## src/rtl/seg7_capture.sv

```systemverilog
// Receive side of a two-digit multiplexed seven-segment display: recovers the
// tens/units BCD digits from the active-low segment bus and strobes VALID on each update.
module seg7_capture #(
    parameter int STABLE_CNT = 4
) (
    input  logic       CLOCK_50,
    input  logic       RST_N,
    input  logic [6:0] SEG,
    input  logic [1:0] DIG,
    output logic [3:0] BCD1,
    output logic [3:0] BCD0,
    output logic       VALID,
    output logic       ERR
);

    localparam int CW = $clog2(STABLE_CNT + 1);
    localparam logic [CW-1:0] CNT_MAX  = CW'(STABLE_CNT);
    localparam logic [CW-1:0] CNT_LAST = CW'(STABLE_CNT - 1);
    localparam logic [CW-1:0] CNT_ONE  = CW'(1);

    // Returns {legal, value}; anything outside the ten digit glyphs is illegal.
    function automatic logic [4:0] decode(input logic [6:0] pattern);
        logic [4:0] result;
        case (pattern)
            7'b1000000: result = 5'h10;
            7'b1111001: result = 5'h11;
            7'b0100100: result = 5'h12;
            7'b0110000: result = 5'h13;
            7'b0011001: result = 5'h14;
            7'b0010010: result = 5'h15;
            7'b0000010: result = 5'h16;
            7'b1111000: result = 5'h17;
            7'b0000000: result = 5'h18;
            7'b0010000: result = 5'h19;
            default:    result = 5'h00;
        endcase
        return result;
    endfunction

    logic [6:0] seg_meta, sseg;
    logic [1:0] dig_meta, sdig;

    always_ff @(posedge CLOCK_50 or negedge RST_N) begin
        if (!RST_N) begin
            seg_meta <= 7'h7F;
            sseg     <= 7'h7F;
            dig_meta <= 2'b00;
            sdig     <= 2'b00;
        end else begin
            seg_meta <= SEG;
            sseg     <= seg_meta;
            dig_meta <= DIG;
            sdig     <= dig_meta;
        end
    end

    logic [1:0] sel;
    logic [4:0] dec;

    assign sel = {sdig == 2'b10, sdig == 2'b01};
    assign dec = decode(sseg);

    // Index 0 is the units channel, index 1 the tens channel.
    logic [6:0]    sample [2];
    logic [CW-1:0] cnt    [2];
    logic [3:0]    cand   [2];
    logic [1:0]    seen;
    logic [1:0]    new_evt;

    // Channel state persists across scan visits, so stability is counted over the
    // samples a channel actually receives, not over wall-clock cycles.
    always_ff @(posedge CLOCK_50 or negedge RST_N) begin
        if (!RST_N) begin
            for (int i = 0; i < 2; i++) begin
                sample[i] <= 7'h7F;
                cnt[i]    <= '0;
                cand[i]   <= '0;
            end
            seen    <= '0;
            new_evt <= '0;
            ERR     <= 1'b0;
        end else begin
            new_evt <= '0;
            for (int i = 0; i < 2; i++) begin
                if (sel[i]) begin
                    if (sseg != sample[i]) begin
                        sample[i] <= sseg;
                        cnt[i]    <= CNT_ONE;
                    end else if (cnt[i] < CNT_MAX) begin
                        cnt[i] <= cnt[i] + CNT_ONE;
                        if (cnt[i] == CNT_LAST) begin
                            if (dec[4]) begin
                                cand[i]    <= dec[3:0];
                                seen[i]    <= 1'b1;
                                new_evt[i] <= 1'b1;
                            end else begin
                                ERR <= 1'b1;
                            end
                        end
                    end
                end
            end
        end
    end

    always_ff @(posedge CLOCK_50 or negedge RST_N) begin
        if (!RST_N) begin
            BCD1  <= '0;
            BCD0  <= '0;
            VALID <= 1'b0;
        end else begin
            VALID <= 1'b0;
            if ((|new_evt) && (&seen)) begin
                BCD1  <= cand[1];
                BCD0  <= cand[0];
                VALID <= 1'b1;
            end
        end
    end

endmodule
```

## config.mk

```make
export PLATFORM = sky130hd
export DESIGN_NAME = seg7_capture
export DESIGN_NICKNAME = d
export VERILOG_FILES = /design/src/rtl/seg7_capture.sv
export SDC_FILE = /design/constraint.sdc
export NUM_CORES = 1
export LEC_CHECK = 0
export ABC_AREA = 1
export CAP_MARGIN = 20
export CORE_MARGIN = 8
export CORE_UTILIZATION = 55
export DETAILED_ROUTE_END_ITERATION = 10
export HOLD_SLACK_MARGIN = 0.05
export PLACE_DENSITY = 0.76
export SYNTH_ARGS = -nofsm -noshare
export SYNTH_HDL_FRONTEND = slang
export SYNTH_SLANG_ARGS = --single-unit
```

## constraint.sdc

```tcl
create_clock -name CLOCK_50 -period 1.7 [get_ports CLOCK_50]
set_input_delay 0.17 -clock CLOCK_50 [delete_from_list [all_inputs] [get_ports CLOCK_50]]
set_output_delay 0.17 -clock CLOCK_50 [all_outputs]
set_load 0.05 [all_outputs]
```

Word level (Yosys, flattened, before mapping) --
Index checks and enable logic that the tools add are counted.
Word-level totals: register bits 60, output and inout port bits 10, input bits 11, logic and storage cells 75
Operators by class: muxes and demuxes 25, eq/ne operators 15, add/subtract/negate cells 2, reduce and logical (&&, ||, !) cells 12, bitwise logic cells 2, order comparisons 2
Operators by type and width (number):
- $pmux W5 S10 | 1
- $eq A7 B5 Y1 const B | 3
- $eq A7 B7 Y1 const B | 3
- $mux W1 | 20
- $eq A7 B6 Y1 const B | 2
- $ne A7 B7 Y1 | 2
- $mux W3 | 4
- $reduce_and A2 Y1 | 5
- $reduce_and A5 Y1 | 2
- $eq A7 B2 Y1 const B | 1
- $logic_not A7 Y1 | 1
- $add A3 B1 Y3 const B | 2
- $eq A3 B2 Y1 const B | 2
- $lt A3 B3 Y1 const B | 2
- $reduce_bool A2 Y1 | 2
- $eq A2 B1 Y1 const B | 1
- $eq A2 B2 Y1 const B | 1
- $not A1 Y1 | 2
- $reduce_or A2 Y1 | 1
- $logic_and A1 B1 Y1 | 1

Longest topological paths before layout --
depth in word-level cells 12, mapped depth 11

Least setup slack after synthesis --
OpenSTA, ideal clock, no wires.
kind flip-flop to flip-flop, start reg sseg[5], end reg cand[0] (netlist name), stages on the path, launching flop included 11, setup time 0.117 ns, setup slack 0.194 ns, arrival time 1.390 ns, cells stage by stage dfstp_2 buf_4 inv_4 nor2_1 nand3_2 nand2_2 nor2_4 nand2_4 nand3_4 nand2_1 nand2_1
On the way: cells in the longest elaborated chain, start to end 3
Ends and longest elaborated chain:
- start, declared | RTL line 40 | logic [6:0] seg_meta, sseg;
- start signal, assigned | RTL line 51 | sseg <= seg_meta;
- $eq A7 B5 Y1, or another cell as far along | RTL line 24 | case (pattern)
- $pmux W5 S10 or $not A1 Y1 (tied branches)
- $reduce_and A5 Y1 (no line)
- end signal, assigned by index | RTL line 93 | cand[i] <= dec[3:0];
- end, declared | RTL line 66 | logic [3:0] cand [2];
Several ways; a longest one is shown, not always the timed one. A chain may end at the register's enable or synchronous reset.

Worst setup path after layout --
start reg sseg[3], end reg sample[6] (netlist name)
On the way: cells in the longest elaborated chain, start to end 2
Ends and longest elaborated chain:
- $ne A7 B7 Y1 | RTL line 86 | if (sseg != sample[i]) begin
- $reduce_and A2 Y1 (no line)
- end signal, assigned by index | RTL line 87 | sample[i] <= sseg;
- end, declared | RTL line 64 | logic [6:0] sample [2];
No other way between the ends.

==> impl_metrics.json <==
{
  "path_clk_slew_ps": 60,
  "fmax_ghz": 0.599,
  "multi_input_area_um2": 1120,
  "die_h_um": 87.8,
  "synth_edf_count": 0,
  "clock_sinks": 60,
  "cp-end-kind": "flip-flop",
  "io_buffers": 20,
  "overflow": 0,
  "syn-cell-area_um2": 2830,
  "drtIter0Drc": 93,
  "clock-root-buffer": "clkbuf_8",
  "seq_area_um2": 1540,
  "vias_per_cell": 4.75,
  "synth_area_per_cell_um2": 9.70,
  "area_growth_pct": 23.0,
  "path_cells": "inv_4 -> nand2_2 -> nand2_2 -> nor2_4 -> nand2_4 -> nor2_4 -> nor2_4 -> buf_12 -> buf_4 -> o21ai_2",
  "fin_nets": 354,
  "crit_required_ps": 1960,
  "design_area_um2": 3480,
  "p_leak_nw": 1.80,
  "critPathSlowestCell": "dfstp_2",
  "path_class": "flip-flop to flip-flop",
  "cp_num_buf_inv": 3,
  "setup_viol": 0,
  "cts_buffers": 9,
  "ioPinCount": 21,
  "synth_top_flop_cell": "dfrtp_1",
  "path_max_fanout": 7,
  "synth_warnings": 0,
  "ys_async_sr_fraction_pct": 100,
  "drv_slew": 0,
  "crit_top_cell": "nor2_4",
  "place_area_um2": 3100,
  "cts_max_level": 3,
  "dpl.hpwl_mm": 3.46,
  "vias": 1962,
  "drive_gt1_share_pct": 36.2,
  "dieArea_um2": 7700,
  "tritoncts": "yes",
  "diodes": 0,
  "synth_fp_nets": 307,
  "rsz0062_at_grt": "yes",
  "cp_slowest_stage_delay_ps": 610,
  "finalCriticalPeriod_ps": 1670,
  "fin_skew_ps": 4.58,
  "power_density_nw_per_um2": 942,
  "die_w_um": 87.8,
  "antenna_found_initial": 0,
  "num-fill-cells": 388,
  "core_area_um2": 5040,
  "hold_violations": 0,
  "synth-seq-area-share_pct": 54.2,
  "drt_first_pass_iters": 4,
  "total_power_w": 0.00328,
  "finalWirelength_mm": 5.02,
  "cts_buffer_depth": 2,
  "grt_pass1_wl_mm": 8.40,
  "grt_usage_pct": 14.1,
  "synth.distinct_cells": 32,
  "synthCells": 292,
  "gp_congestion": 0.908,
  "path_delay_family": "flip-flops",
  "antenna_left": 0,
  "worstSetupStartpointType": "flip-flop",
  "route.detailed.drc": 0,
  "num_rows": 26,
  "drv_cap": 0,
  "wl_per_cell_um": 12.2,
  "grt_max_degree": 61,
  "yosys_register_bits": 60,
  "max-slew-margin-rel_pct": 65.5,
  "ir_drop_uv": 589,
  "finalCritPeriodShare_pct": 98.2,
  "start_util_pct": 56.2,
  "hold_path_class": "primary input to flip-flop",
  "tightest_slew_ps": 517,
  "crit_arrival_ps": 1930,
  "outcome": "complete, no violations",
  "grt_pass1_vias": 1915,
  "worstSkewPairLatency_ps": 330
}
==> through the flow <==
step	setup TNS (ps)	setup slack (ps)	std cells	util [%]	hold WS, ps
floorplan	0	194	292	-	-126
global placement	0	85.8	382	61.5	194
detailed placement	0	67.0	382	61.5	196
CTS	0	11.4	398	65.7	232
global route	-231	-47.9	413	69.1	233
finish	0	30.4	413	69.1	243
==> cells by family (layout without fill, tap and decap cells) <==
kind of cell               after synthesis  in the layout  share of synthesized area, %
AOI/OAI and AO/OA                       19             19                          6.10
adders and majority gates                4              4                          1.77
DFF                                     60             60                          54.2
and+or+nand+nor                        162            163                          28.1
buffers and inverters                   38             88                          6.98
xor gates and xnor gates                 9              9                          2.78
==> cell usage after synthesis, drive strengths merged (4+ instances only) <==
library cell  count  area [um^2]
o21ai            15          128
xnor2             4         35.0
nor2             25          149
nand3            16          125
buf               6         72.6
dfrtp            32          801
xor2              5         43.8
inv              30          118
ha                4         50.1
dfstp            28          736
nand2           115          477
==> state kept, by name, indices dropped and copies added, names as in the netlist, 2 cells and up <==
signal    count
sample       14
cand          8
seg_meta      7
sseg          7
cnt           6
BCD0          4
BCD1          4
dig_meta      2
new_evt       2
sdig          2
seen          2
==> layout make-up <==
cell class                      instances  share of cell area [%]
Clock buffer                           14                    4.96
Clock inverter                          1                   0.862
Tap cell                               70                    2.51
Multi-Input combinational cell        195                    32.2
Inverter                               32                    3.66
Timing Repair Buffer                   41                    11.7
Sequential cell                        60                    44.1
==> metal layers <==
layer | vias to the layer above | global-route usage, % | wire length [um]
li1 | 999 | - | -
met1 | 925 | 16.9 | 2320
met2 | 28 | 22.6 | 2390
met3 | 10 | 5.07 | 183
met4 | 0 | 5.63 | 123
met5 | - | 0 | 0
==> power by group <==
part / internal (W) / switching, W
Sequential: 0.00155 / 0.0000599
Clock: 0.000790 / 0.000500
Combinational: 0.000164 / 0.000215
==> worst paths after layout <==
kind / from / endpoint / slack, ps / depth (start not counted)
min in group asynchronous: RST_N / cnt[1] / 390 / 3
max reg2reg: sseg[3] / sample[6] / 30 / 10
max in group asynchronous: RST_N / sample[8] / 1010 / 3
min: SEG[6] / seg_meta[6] / 240 / 1
min reg2reg: dig_meta[0] / sdig[0] / 350 / 0
max: sseg[3] / sample[6] / 30 / 10
==> repair_timing <==
action,CTS,global route
hold buffers,1,0
gates resized for setup,0,13
endpoints found under the setup margin,0,17
hold endpoints to repair,32,0
setup buffers,0,14
==> cell usage in the layout (no fill, tap or decap), types with 5 or more instances in the layout <==
cell	n
nand2_1	100
nor2_4	6
inv_1	22
inv_2	5
o21ai_2	14
nand2_2	12
dfstp_2	28
nor2_2	6
dfrtp_1	32
buf_4	16
xor2_1	5
clkbuf_8	12
nand3_1	10
nor2_1	13
clkdlybuf4s50_1	15
No activity file was read; power rests on OpenSTA's default activity.
